## src/rtl/timestable_pkg.sv

```systemverilog
// Shared types and address helper for the times-table AXI4-Lite reader.
package timestable_pkg;

  typedef enum logic [1:0] {IDLE, ADDR, DATA, DONE} state_t;

  localparam logic [1:0] RESP_OKAY = 2'b00;

  // Byte address of table entry {b,a}: one 32-bit word per entry.
  function automatic logic [63:0] table_addr(input logic [63:0] base,
                                             input logic [31:0] a,
                                             input logic [31:0] b,
                                             input int          op_w);
    return base + ((((64'(b)) << op_w) | 64'(a)) << 2);
  endfunction

endpackage

```

## src/rtl/axil_read_ch.sv

```systemverilog
// Single-beat AXI4-Lite read engine: start with addr, one-cycle done with data/resp.
// Minimum 3 cycles start->done; AR and R stalls stretch it; start ignored while a read is open.
module axil_read_ch #(
  parameter int ADDR_W = 32,
  parameter int DATA_W = 32
) (
  input  logic              clk,
  input  logic              rst,
  input  logic              start,
  input  logic [ADDR_W-1:0] addr,
  output logic              done,
  output logic [DATA_W-1:0] data,
  output logic [1:0]        resp,
  output logic [ADDR_W-1:0] m_axi_araddr,
  output logic              m_axi_arvalid,
  input  logic              m_axi_arready,
  input  logic [DATA_W-1:0] m_axi_rdata,
  input  logic [1:0]        m_axi_rresp,
  input  logic              m_axi_rvalid,
  output logic              m_axi_rready
);

  always_ff @(posedge clk) begin
    if (rst) begin
      m_axi_araddr  <= '0;
      m_axi_arvalid <= 1'b0;
      m_axi_rready  <= 1'b0;
      done          <= 1'b0;
      data          <= '0;
      resp          <= 2'b00;
    end else begin
      done <= 1'b0;
      if (start && !m_axi_arvalid && !m_axi_rready) begin
        m_axi_araddr  <= addr;
        m_axi_arvalid <= 1'b1;
      end
      // araddr is left untouched on the handshake so it stays stable for the slave
      if (m_axi_arvalid && m_axi_arready) begin
        m_axi_arvalid <= 1'b0;
        m_axi_rready  <= 1'b1;
      end
      if (m_axi_rready && m_axi_rvalid) begin
        m_axi_rready <= 1'b0;
        done         <= 1'b1;
        data         <= m_axi_rdata;
        resp         <= m_axi_rresp;
      end
    end
  end

endmodule

```

## src/rtl/timestable_axil_reader.sv

```systemverilog
// Fetches a*b from an AXI4-Lite table slave: done 4 cycles after req minimum, slave stalls extend it.
// req ignored while busy; optional TIMESTABLE_SELFCHECK_EN adds mismatch/mismatch_seen outputs.
module timestable_axil_reader
  import timestable_pkg::*;
#(
  parameter int                OP_W      = 3,
  parameter int                ADDR_W    = 32,
  parameter int                DATA_W    = 32,
  parameter logic [ADDR_W-1:0] BASE_ADDR = '0
) (
  input  logic              clk,
  input  logic              rst,
  input  logic              req,
  input  logic [OP_W-1:0]   a,
  input  logic [OP_W-1:0]   b,
  output logic              busy,
  output logic              done,
  output logic [2*OP_W-1:0] result,
  output logic              err,
  output logic [ADDR_W-1:0] m_axi_araddr,
  output logic              m_axi_arvalid,
  input  logic              m_axi_arready,
  input  logic [DATA_W-1:0] m_axi_rdata,
  input  logic [1:0]        m_axi_rresp,
  input  logic              m_axi_rvalid,
  output logic              m_axi_rready
`ifdef TIMESTABLE_SELFCHECK_EN
  ,
  output logic              mismatch,
  output logic              mismatch_seen
`endif
);

  localparam int RES_W = 2 * OP_W;

  state_t              state, state_nxt;
  logic                ch_start;
  logic                ch_done;
  logic [DATA_W-1:0]   ch_data;
  logic [1:0]          ch_resp;
  logic [ADDR_W-1:0]   req_addr;

  assign req_addr = ADDR_W'(table_addr(64'(BASE_ADDR), 32'(a), 32'(b), OP_W));

  axil_read_ch #(
    .ADDR_W (ADDR_W),
    .DATA_W (DATA_W)
  ) u_rd (
    .clk           (clk),
    .rst           (rst),
    .start         (ch_start),
    .addr          (req_addr),
    .done          (ch_done),
    .data          (ch_data),
    .resp          (ch_resp),
    .m_axi_araddr  (m_axi_araddr),
    .m_axi_arvalid (m_axi_arvalid),
    .m_axi_arready (m_axi_arready),
    .m_axi_rdata   (m_axi_rdata),
    .m_axi_rresp   (m_axi_rresp),
    .m_axi_rvalid  (m_axi_rvalid),
    .m_axi_rready  (m_axi_rready)
  );

  always_ff @(posedge clk) begin
    if (rst) state <= IDLE;
    else     state <= state_nxt;
  end

  always_comb begin
    state_nxt = state;
    ch_start  = 1'b0;
    unique case (state)
      IDLE: if (req) begin
        ch_start  = 1'b1;
        state_nxt = ADDR;
      end
      ADDR: if (m_axi_arvalid && m_axi_arready) state_nxt = DATA;
      DATA: if (ch_done) state_nxt = DONE;
      DONE: state_nxt = IDLE;
      default: state_nxt = IDLE;
    endcase
  end

  assign busy = (state != IDLE);
  assign done = (state == DONE);

  always_ff @(posedge clk) begin
    if (rst) begin
      result <= '0;
      err    <= 1'b0;
    end else if (ch_done) begin
      result <= ch_data[RES_W-1:0];
      err    <= (ch_resp != RESP_OKAY);
    end
  end

`ifdef TIMESTABLE_SELFCHECK_EN
  logic [OP_W-1:0]  a_cap, b_cap;
  logic [RES_W-1:0] prod;
  logic             mis_nxt;

  assign prod    = RES_W'(a_cap) * RES_W'(b_cap);
  // An error response carries no trustworthy data, so it never flags a mismatch.
  assign mis_nxt = (ch_resp == RESP_OKAY) && (ch_data[RES_W-1:0] != prod);

  always_ff @(posedge clk) begin
    if (rst) begin
      a_cap         <= '0;
      b_cap         <= '0;
      mismatch      <= 1'b0;
      mismatch_seen <= 1'b0;
    end else begin
      if (ch_start) begin
        a_cap <= a;
        b_cap <= b;
      end
      if (ch_done) begin
        mismatch      <= mis_nxt;
        mismatch_seen <= mismatch_seen | mis_nxt;
      end
    end
  end
`endif

endmodule
```

## config.mk

```make
export PLATFORM = sky130hd
export DESIGN_NAME = timestable_axil_reader
export DESIGN_NICKNAME = d
export VERILOG_FILES = /design/src/rtl/timestable_pkg.sv /design/src/rtl/axil_read_ch.sv /design/src/rtl/timestable_axil_reader.sv
export SDC_FILE = /design/constraint.sdc
export NUM_CORES = 1
export LEC_CHECK = 0
export ABC_AREA = 1
export BUFFER_PORTS_ARGS = -buffer_cell sky130_fd_sc_hd__buf_2
export CAP_MARGIN = 0
export CORE_UTILIZATION = 37
export CTS_BUF_LIST = sky130_fd_sc_hd__clkbuf_8
export DETAILED_ROUTE_END_ITERATION = 7
export GPL_TIMING_DRIVEN = 0
export HOLD_SLACK_MARGIN = 0.06
export PLACE_DENSITY_LB_ADDON = 0.12
export SLEW_MARGIN = 20
export SYNTH_ARGS = -nofsm -noshare
export SYNTH_HDL_FRONTEND = slang
export SYNTH_SLANG_ARGS = --single-unit
export TNS_END_PERCENT = 1
```

## constraint.sdc

```tcl
create_clock -name clk -period 1.1 [get_ports clk]
set_input_delay 0.055 -clock clk [delete_from_list [all_inputs] [get_ports clk]]
set_output_delay 0.055 -clock clk [all_outputs]
set_load 0.03 [all_outputs]
```

==> results_dict.tcl, run 1 <==
set metrics [dict create \
    finalPower_w 0.00336 \
    grt_max_degree 16 \
    chipHeight_microns 59.0 \
    wirelength_microns 2640 \
    io_pins 88 \
    arrival_ps 1040 \
    skew_ps 4.37 \
    path_buf_inv 3 \
    max_cap_violations 0 \
    dieWidth_microns 59.0 \
    grt_pass1_wl_microns 4390 \
    rows 20 \
    worstSkewPairLatency_ps 270 \
    nFillCells 286 \
    grt_pass1_vias 1061 \
    slew_viol_final 0 \
    ir_drop_mv 0.856 \
    start_kind "flop" \
    die_area_sq_um 3480 \
    worstPathRequired_ps 1040 \
    placed_cells 260 \
    hp-class "input port to flop" \
    critPathKind "flop to primary output" \
    ys_seq_area_share_pct 43.3 \
    cts.path.max_buffers 2 \
    run_status "finished clean" \
    stdcell_count 280 \
    drive_above_1_share_pct 35.6 \
    routed_via_density 4.07 \
    grtUsageMet1_pct 19.1 \
    p_leak_nw 0.987 \
    grt_usage_pct 16.9 \
    n_antenna_cell 0 \
    place.gp.congestion 0.740 \
    tritoncts "yes" \
    core_area_sq_um 3080 \
    rsz0062_at_grt "true" \
    finalHoldViolCount 0 \
    max_clock_freq_mhz 914 \
    area_growth_syn_to_layout_pct 50.4 \
    r2r_slack_ps 50 \
    grt.met2_usage_pct 30.2 \
    hold_slack_ps 127 \
    nets 286 \
    firstDrtPassIters 4 \
    final.min_clock_period_ps 1090 \
    num_vias 1139 \
    worst_path_largest_cell_delay_ps 370 \
    cts_root_buffer "clkbuf_8" \
    syn_area_sq_um 1200 \
    drt_iter0_markers 34 \
    cp_slowest_cell "dfxtp_4" \
    path_max_fanout 4 \
    synth_seq_cells 26 \
    hpwl_microns 1880 \
    crit_chain "inv_4 -> ha_4 -> inv_2 -> buf_6" \
    busiest_layer "met2" \
    fin_util_pct 58.7 \
    drcViolationCount 0 \
    htree_levels 1 \
    grt_use_met3_pct 3.93 \
    ys_warn_count 0 \
    syn_inst 156 \
    cts_inserted_buffers 3 \
    cts_sinks 26 \
    powerDensity_nw_per_um2 1860 \
    antenna_found_initial 0 \
    timing.final.crit_share_pct 99.5 \
    overflow 0 \
    wl_per_cell_microns 9.43 \
    ant_nets 0 \
    cp_top_family "flip-flops" \
    setup_viol 0 \
    synth_cell_types 18 \
    start_util_pct 39.0 \
    crit_path_end_kind "primary output" \
    clkTransAtPathRegs_ps 80 \
    portBuffers 35 \
    syn_area_per_cell_sq_um 7.70 \
]
[timing repair]
item,in CTS,in global routing
hold buffers,16,0
buffers inserted,0,0
resized for setup,10,14
setup endpoints to repair,10,10
pin swaps,1,4
endpoints found under the hold margin,16,0
[path summary, 6_finish.rpt]
check,startpoint,endpoint,depth (start not counted)
setup reg to reg,state[0],u_rd.m_axi_araddr[6],6
setup / recovery,state[0],busy,4
hold / removal,rst,err,4
hold reg to reg,u_rd.resp[0],err,2
[per-layer routing]
metal  routed length [microns]  part of all wire (%)
met3                       167                   6.3
met5                         0                     0
met2                      1270                    48
met1                      1150                    44
met4                        46                   1.7
[cell families (layout without fill, tap and decap cells)]
| logic type | count (synthesis) | after routing | share of synthesized area (%) |
|---|---|---|---|
| compound gates | 19 | 19 | 8.02 |
| simple gates | 64 | 64 | 22.8 |
| buf+inv | 42 | 97 | 21.4 |
| fa+ha+maj | 4 | 4 | 4.17 |
| flops | 26 | 26 | 43.3 |
| other cells | 1 | 26 | 0.312 |
[sequential cells by signal, summed over array words and instances (netlist names)]
signal              count
u_rd.done               1
u_rd.m_axi_arvalid      1
u_rd.m_axi_rready       1
result                  6
u_rd.m_axi_araddr       6
u_rd.data               6
u_rd.resp               2
state                   2
err                     1
[final cells by class]
class | instances | area, sq um | share of cell area, %
flip-flops and latches | 26 | 529 | 29.3
well taps | 44 | 55.1 | 3.05
clock inverters | 1 | 30.0 | 1.66
inverters | 14 | 57.6 | 3.19
multi-input cells | 113 | 548 | 30.3
repair buffers | 51 | 342 | 18.9
plain buffers | 28 | 204 | 11.3
clock buffers | 3 | 41.3 | 2.29
[per-stage QoR]
stage | setup WS [ps] | TNS [ps] | instance area, sq um
3_5_place_dp | -148 | -930 | 1530
3_3_place_gp | -115 | -597 | 1530
5_1_grt | -53.5 | -139 | 1810
4_1_cts | -15.4 | -15.4 | 1790
2_1_floorplan | 2.70 | 0 | 1300
6_report | 5.94 | 0 | 1810
[tightest hold or removal path, delay by kind of cell]
| kind | cells | cell delay (ps) |
|---|---|---|
| buffers and inverters | 2 | 180 |
| AO/OA/AOI/OAI | 2 | 120 |
[cells in the mapped netlist]
| library cell | n | area share, % |
|---|---|---|
| nor2_1 | 29 | 9.1 |
| clkbuf_1 | 1 | 0.31 |
| nand2_4 | 1 | 0.94 |
| inv_2 | 1 | 0.31 |
| nand3_1 | 7 | 2.9 |
| nand2_1 | 23 | 7.2 |
| buf_4 | 26 | 16 |
| nand4_1 | 2 | 1.0 |
| clkinv_1 | 1 | 0.31 |
| inv_1 | 12 | 3.7 |
| ha_1 | 4 | 4.2 |
| buf_2 | 1 | 0.42 |
| conb_1 | 1 | 0.31 |
| o21ai_0 | 16 | 6.7 |
| a21oi_1 | 2 | 0.83 |
| nand3_2 | 2 | 1.7 |
| dfxtp_1 | 26 | 43 |
| a31oi_1 | 1 | 0.52 |
[cell usage in the layout, fill, tap and decap left out, types with 2 or more instances in the layout]
cell and instances:
nor2_1 28, ha_1 2, nand2_2 2, inv_2 3, inv_1 8, dfxtp_2 4
o21ai_1 6, buf_2 35, o21ai_0 10, nand4_1 2, nand3_1 7, nand2_1 21
inv_4 2, clkbuf_8 3, buf_4 26, conb_1 26, dfxtp_1 21, a21oi_1 2
dlygate4sd3_1 16
[where the power goes]
group	switching [W]	internal, W
logic	0.000858	0.000503
registers	0.000107	0.00110
clock network	0.000299	0.000487
total	0.00126	0.00209
(Power assumes the default switching activity.)
==> run 2: changes to the inputs <==
--- a/config.mk
+++ b/config.mk
@@ -7,7 +7,8 @@
 export LEC_CHECK = 0
 export ABC_AREA = 1
 export BUFFER_PORTS_ARGS = -buffer_cell sky130_fd_sc_hd__buf_2
-export CAP_MARGIN = 0
+export CORE_ASPECT_RATIO = 1.4
+export CORE_MARGIN = 2
 export CORE_UTILIZATION = 37
 export CTS_BUF_LIST = sky130_fd_sc_hd__clkbuf_8
 export DETAILED_ROUTE_END_ITERATION = 7
==> run 2 against run 1 <==
The flow now finishes with violations (setup timing). Flip-flop and latch count unchanged. Fmax down 0.83%. Global-route usage is 1.3 points lower. Register-to-register slack worse by 20 ps. Clock-buffer cell count unchanged. Hold slack worse by 89 ps. Cell count down 2.1%. Combinational power about the same. First-iteration DRC count shrank 62%. Critical path depth unchanged.
==> results_dict.tcl, run 2 (same netlist as run 1, synthesis figures left out) <==
set metrics [dict create \
    worst_path_largest_cell_delay_ps 370 \
    worstPathRequired_ps 1040 \
    r2r_cells 6 \
    start_util_pct 38.5 \
    finalHoldViolCount 0 \
    drt_iter0_markers 13 \
    powerDensity_nw_per_um2 1870 \
    tns_ps -3.21 \
    num_vias 1137 \
    max_clock_freq_mhz 906 \
    skew_ps 7.86 \
    whs_path_depth 3 \
    routed_via_density 4.15 \
    chipHeight_microns 71.4 \
    run_status "complete, but fails checks" \
    ir_drop_mv 1.53 \
    drcViolationCount 0 \
    nFillCells 313 \
    core_area_sq_um 3120 \
    portBuffers 35 \
    worst_slack_ps -3.21 \
    rsz0062_at_grt "true" \
    die_area_sq_um 3720 \
    cts_root_buffer "clkbuf_8" \
    n_antenna_cell 0 \
    crit_chain "inv_2 -> ha_4 -> inv_2 -> buf_6" \
    busiest_layer "met2" \
    wl_per_cell_microns 9.80 \
    io_pins 88 \
    grtUsageMet1_pct 17.5 \
    grt_pass1_wl_microns 4450 \
    clkTransAtPathRegs_ps 90 \
    setup_viol 1 \
    arrival_ps 1050 \
    firstDrtPassIters 4 \
    cts.path.max_buffers 2 \
    multi_input_comb_area_sq_um 549 \
    grt_max_degree 16 \
    start_kind "flop" \
    hp-class "input port to flop" \
    ant_nets 0 \
    htree_levels 1 \
    tritoncts "yes" \
    nets 285 \
    final_common_cell "buf_2" \
    max_cap_violations 0 \
    violations "setup timing" \
    wirelength_microns 2680 \
    grt_use_met3_pct 1.88 \
    slew_viol_final 0 \
    cts_sinks 26 \
    final.min_clock_period_ps 1100 \
    grt_pass1_vias 1068 \
    overflow 0 \
    regArea_sq_um 527 \
    top_regs "result (6), u_rd.data (6), u_rd.m_axi_araddr (6)" \
    critPathKind "flop to primary output" \
    grt_usage_pct 15.6 \
    timing.final.crit_share_pct 100 \
    antenna_found_initial 0 \
    place.gp.congestion 0.693 \
    dieWidth_microns 52.2 \
    crit_path_end_kind "primary output" \
    finalPower_w 0.00334 \
    drive_above_1_share_pct 35.7 \
    postCtsSetupBuffers 0 \
    grt.met2_usage_pct 28.4 \
    layout_common_cells "buf_2 (35), nor2_1 (29), buf_4 (26), conb_1 (26)" \
    p_leak_nw 0.982 \
    area_growth_syn_to_layout_pct 48.7 \
    cts_inserted_buffers 3 \
    worstSkewPairLatency_ps 270 \
    hpwl_microns 1990 \
    rows 24 \
    path_max_fanout 4 \
    timing.critical_path.mode_cell "inv_2" \
    cp_slowest_cell "dfxtp_2" \
]
-- run 2: area by class of cell --
type / count / area share (%)
plain buffers: 28 / 11.4
clock buffers: 3 / 2.31
clock inverters: 1 / 1.68
inverters: 14 / 3.08
multi-input cells: 113 / 30.7
flip-flops and latches: 26 / 29.5
well taps: 39 / 2.73
repair buffers: 50 / 18.6
-- run 2: repair_timing --
action	CTS	global route
hold buffers	15	0
pin swaps	1	2
gates resized for setup	12	8
endpoints found under the hold margin	15	0
endpoints found under the setup margin	10	10
cloned	0	0
-- run 2: worst paths after layout --
| check | start | endpoint | slack [ps] |
|---|---|---|---|
| hold reg to reg | u_rd.m_axi_araddr[3] | u_rd.m_axi_araddr[3] | 470 |
| setup / recovery | state[1] | busy | -3 |
| hold / removal | a[0] | u_rd.m_axi_araddr[2] | 40 |
| setup reg to reg | state[0] | state[0] | 30 |
-- run 2: metrics by stage --
stage / instances / area [sq um] / hold WS, ps / setup WS (ps) / utilization [%]
2_1_floorplan: 181 / 1300 / 158 / 2.70 / -
3_3_place_gp: 255 / 1520 / 243 / -106 / 48.8
3_5_place_dp: 255 / 1520 / 248 / -183 / 48.8
4_1_cts: 274 / 1770 / 62.5 / -8.46 / 56.8
5_1_grt: 274 / 1790 / 73.1 / -48.4 / 57.2
6_report: 274 / 1790 / 37.8 / -3.21 / 57.2
-- run 2: critical path: cells and delay by family (launching register included) --
family / cells / cell delay (ps)
adders and majority gates: 1 / 180
DFF: 1 / 370
buffers and inverters: 3 / 240
-- run 2: per-layer routing --
metal | share of wire (%) | wire length (microns)
met5 | 0 | 0
met2 | 55 | 1480
met4 | 1.6 | 42
met3 | 5.8 | 156
met1 | 37 | 1010
-- run 2: power by group --
part | switching (W) | internal [W] | total (W)
Sequential | 0.000108 | 0.00110 | 0.00121
Clock | 0.000304 | 0.000487 | 0.000791
Combinational | 0.000848 | 0.000495 | 0.00134
Total | 0.00126 | 0.00208 | 0.00334
